### src/rtl/instr_fetch_stage_if.sv
// Instruction-memory read port between the fetch stage (master) and the memory (slave).
// The memory read is combinational: rdata follows raddr within the same cycle.
interface instr_fetch_stage_if;
  logic [31:0] imem_raddr_o;
  logic        imem_ren_o;
  logic [31:0] imem_rdata_i;

  modport master (
    output imem_raddr_o,
    output imem_ren_o,
    input  imem_rdata_i
  );

  modport slave (
    input  imem_raddr_o,
    input  imem_ren_o,
    output imem_rdata_i
  );
endinterface

### src/rtl/instr_fetch_stage.sv
// PC register and IF/ID pipeline register for the MIPS core.
// Handles stall, flush, redirect, and a sticky fault on illegal or out-of-range fetch addresses.
module instr_fetch_stage #(
  parameter logic [31:0] RESET_PC   = 32'h0000_0000,
  parameter int unsigned IMEM_DEPTH = 4096
) (
  input  logic                        clk,
  input  logic                        rst_n,
  input  logic                        stall_i,
  input  logic                        flush_i,
  input  logic                        redirect_i,
  input  logic [31:0]                 redirect_pc_i,
  instr_fetch_stage_if.master         imem,
  output logic                        if_id_valid_o,
  output logic [31:0]                 if_id_instr_o,
  output logic [31:0]                 if_id_pc_o,
  output logic [31:0]                 if_id_pc4_o,
  output logic                        fetch_fault_o
);

  typedef enum logic [1:0] {StBoot, StRun, StHalt} state_e;

  state_e      state_q, state_d;
  logic [31:0] pc_q, pc_d;
  logic        valid_q, valid_d;
  logic [31:0] instr_q, instr_d;
  logic [31:0] id_pc_q, id_pc_d;
  logic [31:0] id_pc4_q, id_pc4_d;
  logic        fault_q, fault_d;

  function automatic logic in_range(input logic [31:0] addr);
    return {2'b00, addr[31:2]} < IMEM_DEPTH;
  endfunction

  function automatic logic legal(input logic [31:0] addr);
    return (addr[1:0] == 2'b00) && in_range(addr);
  endfunction

  logic [31:0] pc_plus4;
  logic        pc_ok;
  logic        redirect_ok;

  assign pc_plus4    = pc_q + 32'd4;
  assign pc_ok       = in_range(pc_q);
  assign redirect_ok = legal(redirect_pc_i);

  assign imem.imem_raddr_o = {2'b00, pc_q[31:2]};
  assign imem.imem_ren_o   = (state_q == StRun) && !stall_i && pc_ok;

  always_comb begin
    state_d  = state_q;
    pc_d     = pc_q;
    valid_d  = valid_q;
    instr_d  = instr_q;
    id_pc_d  = id_pc_q;
    id_pc4_d = id_pc4_q;
    fault_d  = fault_q;

    unique case (state_q)
      StBoot: begin
        valid_d = 1'b0;
        if (legal(RESET_PC)) begin
          state_d = StRun;
        end else begin
          fault_d = 1'b1;
          state_d = StHalt;
        end
      end

      StRun: begin
        if (redirect_i) begin
          // Target is loaded even when illegal so raddr shows the faulting address.
          pc_d    = redirect_pc_i;
          valid_d = 1'b0;
          if (!redirect_ok) begin
            fault_d = 1'b1;
            state_d = StHalt;
          end
        end else if (stall_i) begin
          if (flush_i) valid_d = 1'b0;
        end else if (!pc_ok) begin
          fault_d = 1'b1;
          valid_d = 1'b0;
          state_d = StHalt;
        end else begin
          instr_d  = imem.imem_rdata_i;
          id_pc_d  = pc_q;
          id_pc4_d = pc_plus4;
          valid_d  = !flush_i;
          pc_d     = pc_plus4;
        end
      end

      StHalt: begin
        valid_d = 1'b0;
        if (redirect_i && redirect_ok) begin
          pc_d    = redirect_pc_i;
          fault_d = 1'b0;
          state_d = StRun;
        end
      end

      default: begin
        state_d = StHalt;
        valid_d = 1'b0;
        fault_d = 1'b1;
      end
    endcase
  end

  always_ff @(posedge clk or negedge rst_n) begin
    if (!rst_n) begin
      state_q  <= StBoot;
      pc_q     <= RESET_PC;
      valid_q  <= 1'b0;
      instr_q  <= 32'h0;
      id_pc_q  <= 32'h0;
      id_pc4_q <= 32'h0;
      fault_q  <= 1'b0;
    end else begin
      state_q  <= state_d;
      pc_q     <= pc_d;
      valid_q  <= valid_d;
      instr_q  <= instr_d;
      id_pc_q  <= id_pc_d;
      id_pc4_q <= id_pc4_d;
      fault_q  <= fault_d;
    end
  end

  assign if_id_valid_o = valid_q;
  assign if_id_instr_o = instr_q;
  assign if_id_pc_o    = id_pc_q;
  assign if_id_pc4_o   = id_pc4_q;
  assign fetch_fault_o = fault_q;

endmodule
### src/flat_wrapper.sv
// flat-port wrapper written by rule: the top's interface ports become plain ports
module instr_fetch_stage_flat 
#(
  parameter logic [31:0] RESET_PC   = 32'h0000_0000,
  parameter int unsigned IMEM_DEPTH = 4096
)
  (clk, rst_n, stall_i, flush_i, redirect_i, redirect_pc_i, if_id_valid_o, if_id_instr_o, if_id_pc_o, if_id_pc4_o, fetch_fault_o, imem_imem_raddr_o, imem_imem_ren_o, imem_imem_rdata_i);
  instr_fetch_stage_if imem_i ();
  input  logic clk;
  input  logic rst_n;
  input  logic stall_i;
  input  logic flush_i;
  input  logic redirect_i;
  input  logic [31:0] redirect_pc_i;
  output logic if_id_valid_o;
  output logic [31:0] if_id_instr_o;
  output logic [31:0] if_id_pc_o;
  output logic [31:0] if_id_pc4_o;
  output logic fetch_fault_o;
  output wire logic [$bits(imem_i.imem_raddr_o)-1:0] imem_imem_raddr_o;
  output wire logic [$bits(imem_i.imem_ren_o)-1:0] imem_imem_ren_o;
  input wire logic [$bits(imem_i.imem_rdata_i)-1:0] imem_imem_rdata_i;
  assign imem_imem_raddr_o = imem_i.imem_raddr_o;
  assign imem_imem_ren_o = imem_i.imem_ren_o;
  assign imem_i.imem_rdata_i = imem_imem_rdata_i;
  instr_fetch_stage #(.RESET_PC(RESET_PC), .IMEM_DEPTH(IMEM_DEPTH)) u_core (.clk(clk), .rst_n(rst_n), .stall_i(stall_i), .flush_i(flush_i), .redirect_i(redirect_i), .redirect_pc_i(redirect_pc_i), .imem(imem_i), .if_id_valid_o(if_id_valid_o), .if_id_instr_o(if_id_instr_o), .if_id_pc_o(if_id_pc_o), .if_id_pc4_o(if_id_pc4_o), .fetch_fault_o(fetch_fault_o));
endmodule
### config.mk
export PLATFORM = sky130hd
export DESIGN_NAME = instr_fetch_stage_flat
export DESIGN_NICKNAME = d
export VERILOG_FILES = /design/src/rtl/instr_fetch_stage_if.sv /design/src/rtl/instr_fetch_stage.sv /design/src/flat_wrapper.sv
export SDC_FILE = /design/constraint.sdc
export NUM_CORES = 1
export LEC_CHECK = 0
export ABC_AREA = 0
export BUFFER_PORTS_ARGS = -buffer_cell sky130_fd_sc_hd__buf_2
export CORE_MARGIN = 4
export CORE_UTILIZATION = 48
export CTS_BUF_LIST = sky130_fd_sc_hd__clkbuf_8
export CTS_CLUSTER_DIAMETER = 100
export DETAILED_ROUTE_END_ITERATION = 8
export GPL_TIMING_DRIVEN = 0
export PLACE_DENSITY = 0.83
export SYNTH_ARGS = -nofsm -noshare
export SYNTH_HDL_FRONTEND = slang
export SYNTH_SLANG_ARGS = --single-unit
### constraint.sdc
create_clock -name clk -period 5.3 [get_ports clk]
set_input_delay 1.06 -clock clk [delete_from_list [all_inputs] [get_ports clk]]
set_output_delay 1.06 -clock clk [all_outputs]
set_load 0.005 [all_outputs]
Word level (Yosys, flattened, before mapping)
Cells that the tools add are included.
{ "totals": {"reg_bits": 132} }
{ "classes": {"n_eq_ne": 8, "add_sub_neg": 1, "bitwise_logic": 3, "n_mux": 22, "n_reduce_logical": 13, "n_lt_le_gt_ge": 2} }
{ "ops": {"columns": ["cell", "count"], "rows": [
  ["two-way mux 32 bit", 4],
  ["one-hot mux 32 bit (2 select lines)", 1],
  ["< comparator 30 x 13 -> 1 bit, second input constant", 2],
  ["adder 32 x 3 -> 32 bit, second input constant", 1],
  ["AND reduction 4 bit", 3],
  ["two-way mux 1 bit", 10],
  ["two-way mux 2 bit", 5],
  ["!= test 3 bit, second input constant", 3],
  ["one-hot mux 2 bit (3 select lines)", 1],
  ["AND reduction 5 bit", 1],
  ["logical AND 1 bit", 4],
  ["logical NOT 2 bit", 2],
  ["!= test 4 bit, second input constant", 1],
  ["!= test 3 x 2 -> 1 bit, second input constant", 1],
  ["inverter 1 bit", 3],
  ["one-hot mux 1 bit (3 select lines)", 1],
  ["== test 2 x 1 -> 1 bit, second input constant", 1],
  ["== test 2 bit, second input constant", 1],
  ["logical NOT 1 bit", 2],
  ["!= test 2 x 1 -> 1 bit, second input constant", 1],
  ["nonzero test 2 bit", 1]
]} }

Depth between registers and ports, before layout
{ "depth": {"depth_word": 5, "depth_mapped": 9, "depth_no_buf": 7} }

Least setup slack after synthesis
No wires, ideal clock.
{ "synth_timing": {"path_kind": "input to register", "start": "in redirect_pc_i[29]", "end": "reg u_core.pc_q[2]", "cell_stages": 7, "t_arrival_ps": 2931, "setup_slack_ps": 2245, "setup_time_ps": 124, "path_buffers": 2, "required_time_ps": 5176, "path_cell_list": "or4_1 -> or3_4 -> a211o_1 -> buf_2 -> or2_0 -> buf_2 -> a211o_1"} }
{ "synth_between": {"elab_chain_len": 5} }
{ "synth_lines": {"columns": ["item", "line", "source"], "rows": [
  ["start: declaration", "flat_wrapper.sv:14", "input logic [31:0] redirect_pc_i;"],
  ["< comparator 30 x 13 -> 1 bit", "instr_fetch_stage.sv:32", "return {2'b00, addr[31:2]} < IMEM_DEPTH;"],
  ["logical AND 1 bit", "instr_fetch_stage.sv:36", "return (addr[1:0] == 2'b00) && in_range(addr);"],
  ["logical AND 1 bit", "instr_fetch_stage.sv:96", "if (redirect_i && redirect_ok) begin"],
  ["!= test 2 x 1 -> 1 bit (no source line)", null, null],
  ["AND reduction 4 bit (no source line)", null, null],
  ["end signal: assignment", "instr_fetch_stage.sv:122", "pc_q <= pc_d;"],
  ["end: declaration", "instr_fetch_stage.sv:24", "logic [31:0] pc_q, pc_d;"]
]} }
Every way passes these cells.
A chain may end at the register's enable or synchronous reset.

Worst setup path after layout
{ "layout_timing": {"start": "reg u_core.pc_q[15]", "end": "out imem_imem_ren_o"} }
{ "layout_between": {"elab_chain_len": 2} }
{ "layout_lines": {"columns": ["item", "line", "source"], "rows": [
  ["< comparator 30 x 13 -> 1 bit", "instr_fetch_stage.sv:32", null],
  ["logical AND 1 bit", "instr_fetch_stage.sv:48", "assign imem.imem_ren_o = (state_q == StRun) && !stall_i && pc_ok;"],
  ["end: declaration", "flat_wrapper.sv:21", "output wire logic [$bits(imem_i.imem_ren_o)-1:0] imem_imem_ren_o;"]
]} }
Every way passes these cells.

==> results.py <==
metrics = {
    "detailed_routing": {
        "ant_nets": 0,
        "avgRoutedWirePerCell_um": 19.5,
        "dr.first_iter.drc_count": 474,
        "detail_route.wirelength_um": 17600,
        "vias": 5165,
        "drt-vias-per-instance": 5.72,
        "drcViolationCount": 0,
        "dr.pass1.iters": 5,
    },
    "sta": {
        "setup_violations": 0,
        "fin_crit_sh_pct": 65.0,
        "final_hold_viol_count": 0,
        "report.final.slew_viol_count": 0,
        "rsz0062_at_grt": "no",
        "min_period_ps": 3440,
        "setup_tns_ps": 0,
        "fmax_ghz": 0.290,
        "clock_skew_ps": 9.81,
        "tightestPinTransition_ps": 1130,
        "slew_headroom_pct": 23.8,
    },
    "place": {
        "gp_routability_congestion": 0.911,
        "hpwl_um": 13400,
        "io_buffers": 197,
    },
    "clocking": {
        "cts_tree": "built",
        "cts_num_sinks": 130,
        "cts_hold_buffers": 0,
        "clk_latency_ps": 440,
        "cts.clk_slew.worst_paths_ps": 70,
        "htree_levels": 4,
        "cts_buffers": 17,
        "clockRootBuffer": "clkbuf_8",
        "cts_resized": 0,
        "postCtsSetupRepairBufs": 0,
        "cts.path.max_buffers": 2,
    },
    "grt": {
        "grt_usage_pct": 25.8,
        "grt_pass1_vias": 5203,
        "overflow": 0,
        "grt_max_degree": 89,
        "antenna_found_initial": 0,
        "grt_pass1_wl_um": 28500,
    },
    "setup_path": {
        "rr_worst_depth": 8,
        "required_ps": 4240,
        "end_kind": "output pin",
        "worst-path-max-fanout": 8,
        "worstPathArrival_ps": 2380,
        "cp-start-kind": "flip-flop",
        "setup.worst_path.class": "reg -> out",
    },
    "synthesis": {
        "async_flop_share_pct": 100,
        "ys.flop_type": "dfrtp_1",
        "ys_top_cells_by_area": "dfrtp_1 (56%), mux2_1 (8.7%), and2_1 (3.8%)",
        "synthesis.area_um2": 5850,
        "yosysWarningCount": 0,
        "synth_edf_count": 0,
        "synth_seq_area_share_pct": 55.6,
        "synthCells": 527,
        "ys_types": 49,
        "synth_top_area_share_pct": 55.6,
        "syn_area_per_cell_um2": 11.1,
        "yosys_register_bits": 130,
        "yosysTopAreaCell": "dfrtp_1",
    },
    "finish": {
        "final_nets": 818,
        "drive_gt1_share_pct": 32.9,
        "mostFrequentLayoutCell": "buf_2",
        "post-route-util_pct": 62.4,
        "area_growth_pct": 27.6,
        "layout_common_cells": "buf_2 (204), dfrtp_1 (130), mux2_1 (45)",
        "antenna_cells": 0,
    },
    "power_and_ir_drop": {
        "powerDensity_nw_per_um2": 439,
        "ir_drop_v": 0.000204,
        "p_leak_nw": 3.91,
    },
    "floorplan": {
        "row_count": 40,
        "core_um2": 12000,
        "die_w_um": 118,
        "die_y_um": 118,
        "ios": 200,
        "die-area_um2": 14000,
        "start_util_pct": 48.9,
    },
    "hold_path": {
        "holdCritPathClass": "reg -> reg",
        "min_path_cells": 1,
    },
    "outcome": {
        "status": "finished clean",
    },
    "run": {
        "maxCapViolCount": 0,
    },
}
[cell type report]
type	instances	area (um2)
well taps	147	184
inverters	11	41.3
clock buffers	18	248
clock inverters	12	159
multi-input cells	344	2370
plain buffers	43	188
flip-flops and latches	130	3250
repair buffers	198	1020
fillers	992	4500
[worst paths after layout]
check                                 startpoint                       end  slack [ps]
max in group asynchronous                  rst_n    u_core.if_id_pc4_o[29]        4030
min                        u_core.if_id_pc_o[14]     u_core.if_id_pc_o[14]         480
max                              u_core.pc_q[15]           imem_imem_ren_o        1860
max reg2reg                      u_core.pc_q[15]     u_core.if_id_pc4_o[5]        2400
min reg2reg                u_core.if_id_pc_o[14]     u_core.if_id_pc_o[14]         480
min in group asynchronous                  rst_n  u_core.if_id_instr_o[18]         520
[cell families after synthesis]
| family | share of synthesized area [%] |
|---|---|
| and+or+nand+nor | 16.0 |
| DFF | 55.6 |
| AOI/OAI and AO/OA | 12.7 |
| buffers and inverters | 3.91 |
| muxes | 9.22 |
| xor gates and xnor gates | 1.65 |
| adders and majority gates | 0.855 |
| other | 0.0641 |
[critical path, stage by stage (launching register included)]
cell,delay [ps]
dfrtp_1,380
clkbuf_1,190
or4_1,480
nor4_2,540
and3_1,240
buf_2,110
[synth_stat cells, drive strengths merged, types with 4 or more instances]
| cell type | n |
|---|---|
| dfrtp | 130 |
| mux2 | 47 |
| nand2 | 38 |
| and2 | 36 |
| clkbuf | 29 |
| o21ai | 24 |
| a2bb2oi | 23 |
| nor3 | 21 |
| nand4 | 18 |
| nor2 | 18 |
| a211oi | 16 |
| nand3 | 16 |
| o22ai | 15 |
| buf | 14 |
| inv | 11 |
| nor4 | 10 |
| xnor2 | 7 |
| a21oi | 5 |
| or4 | 5 |
| ha | 4 |
| xor2 | 4 |
[layer usage]
metal | part of all wire [%] | GRT usage (%) | vias to the layer above
li1 | - | - | 2356
met1 | 40 | 33.2 | 2503
met2 | 49 | 42.2 | 262
met3 | 7.9 | 5.93 | 44
met4 | 2.9 | 10.8 | 0
met5 | 0 | 0 | -
[state kept, by name, summed over array words and instances (netlist names)]
signal and flops:
u_core.pc_q 32, u_core.if_id_valid_o 1, u_core.if_id_pc_o 30, u_core.state_q 2, u_core.if_id_instr_o 32, u_core.fetch_fault_o 1, u_core.if_id_pc4_o 32
[power by group]
part | internal (mW) | switching (mW) | total (mW)
clock network | 0.476 | 0.389 | 0.865
logic | 0.454 | 0.627 | 1.08
registers | 1.14 | 0.188 | 1.33
[per-stage QoR]
step	area [um2]	setup slack (ps)	std cells	hold slack, ps	power [mW]
after floorplan	5850	2240	528	454	1.97
after global placement	7020	1580	872	465	2.38
after detailed placement	7060	1890	873	465	2.42
after CTS	7460	1830	903	485	3.29
after global routing	7460	1730	903	497	3.47
final	7460	1860	903	482	3.27
(Power assumes the default switching activity.)
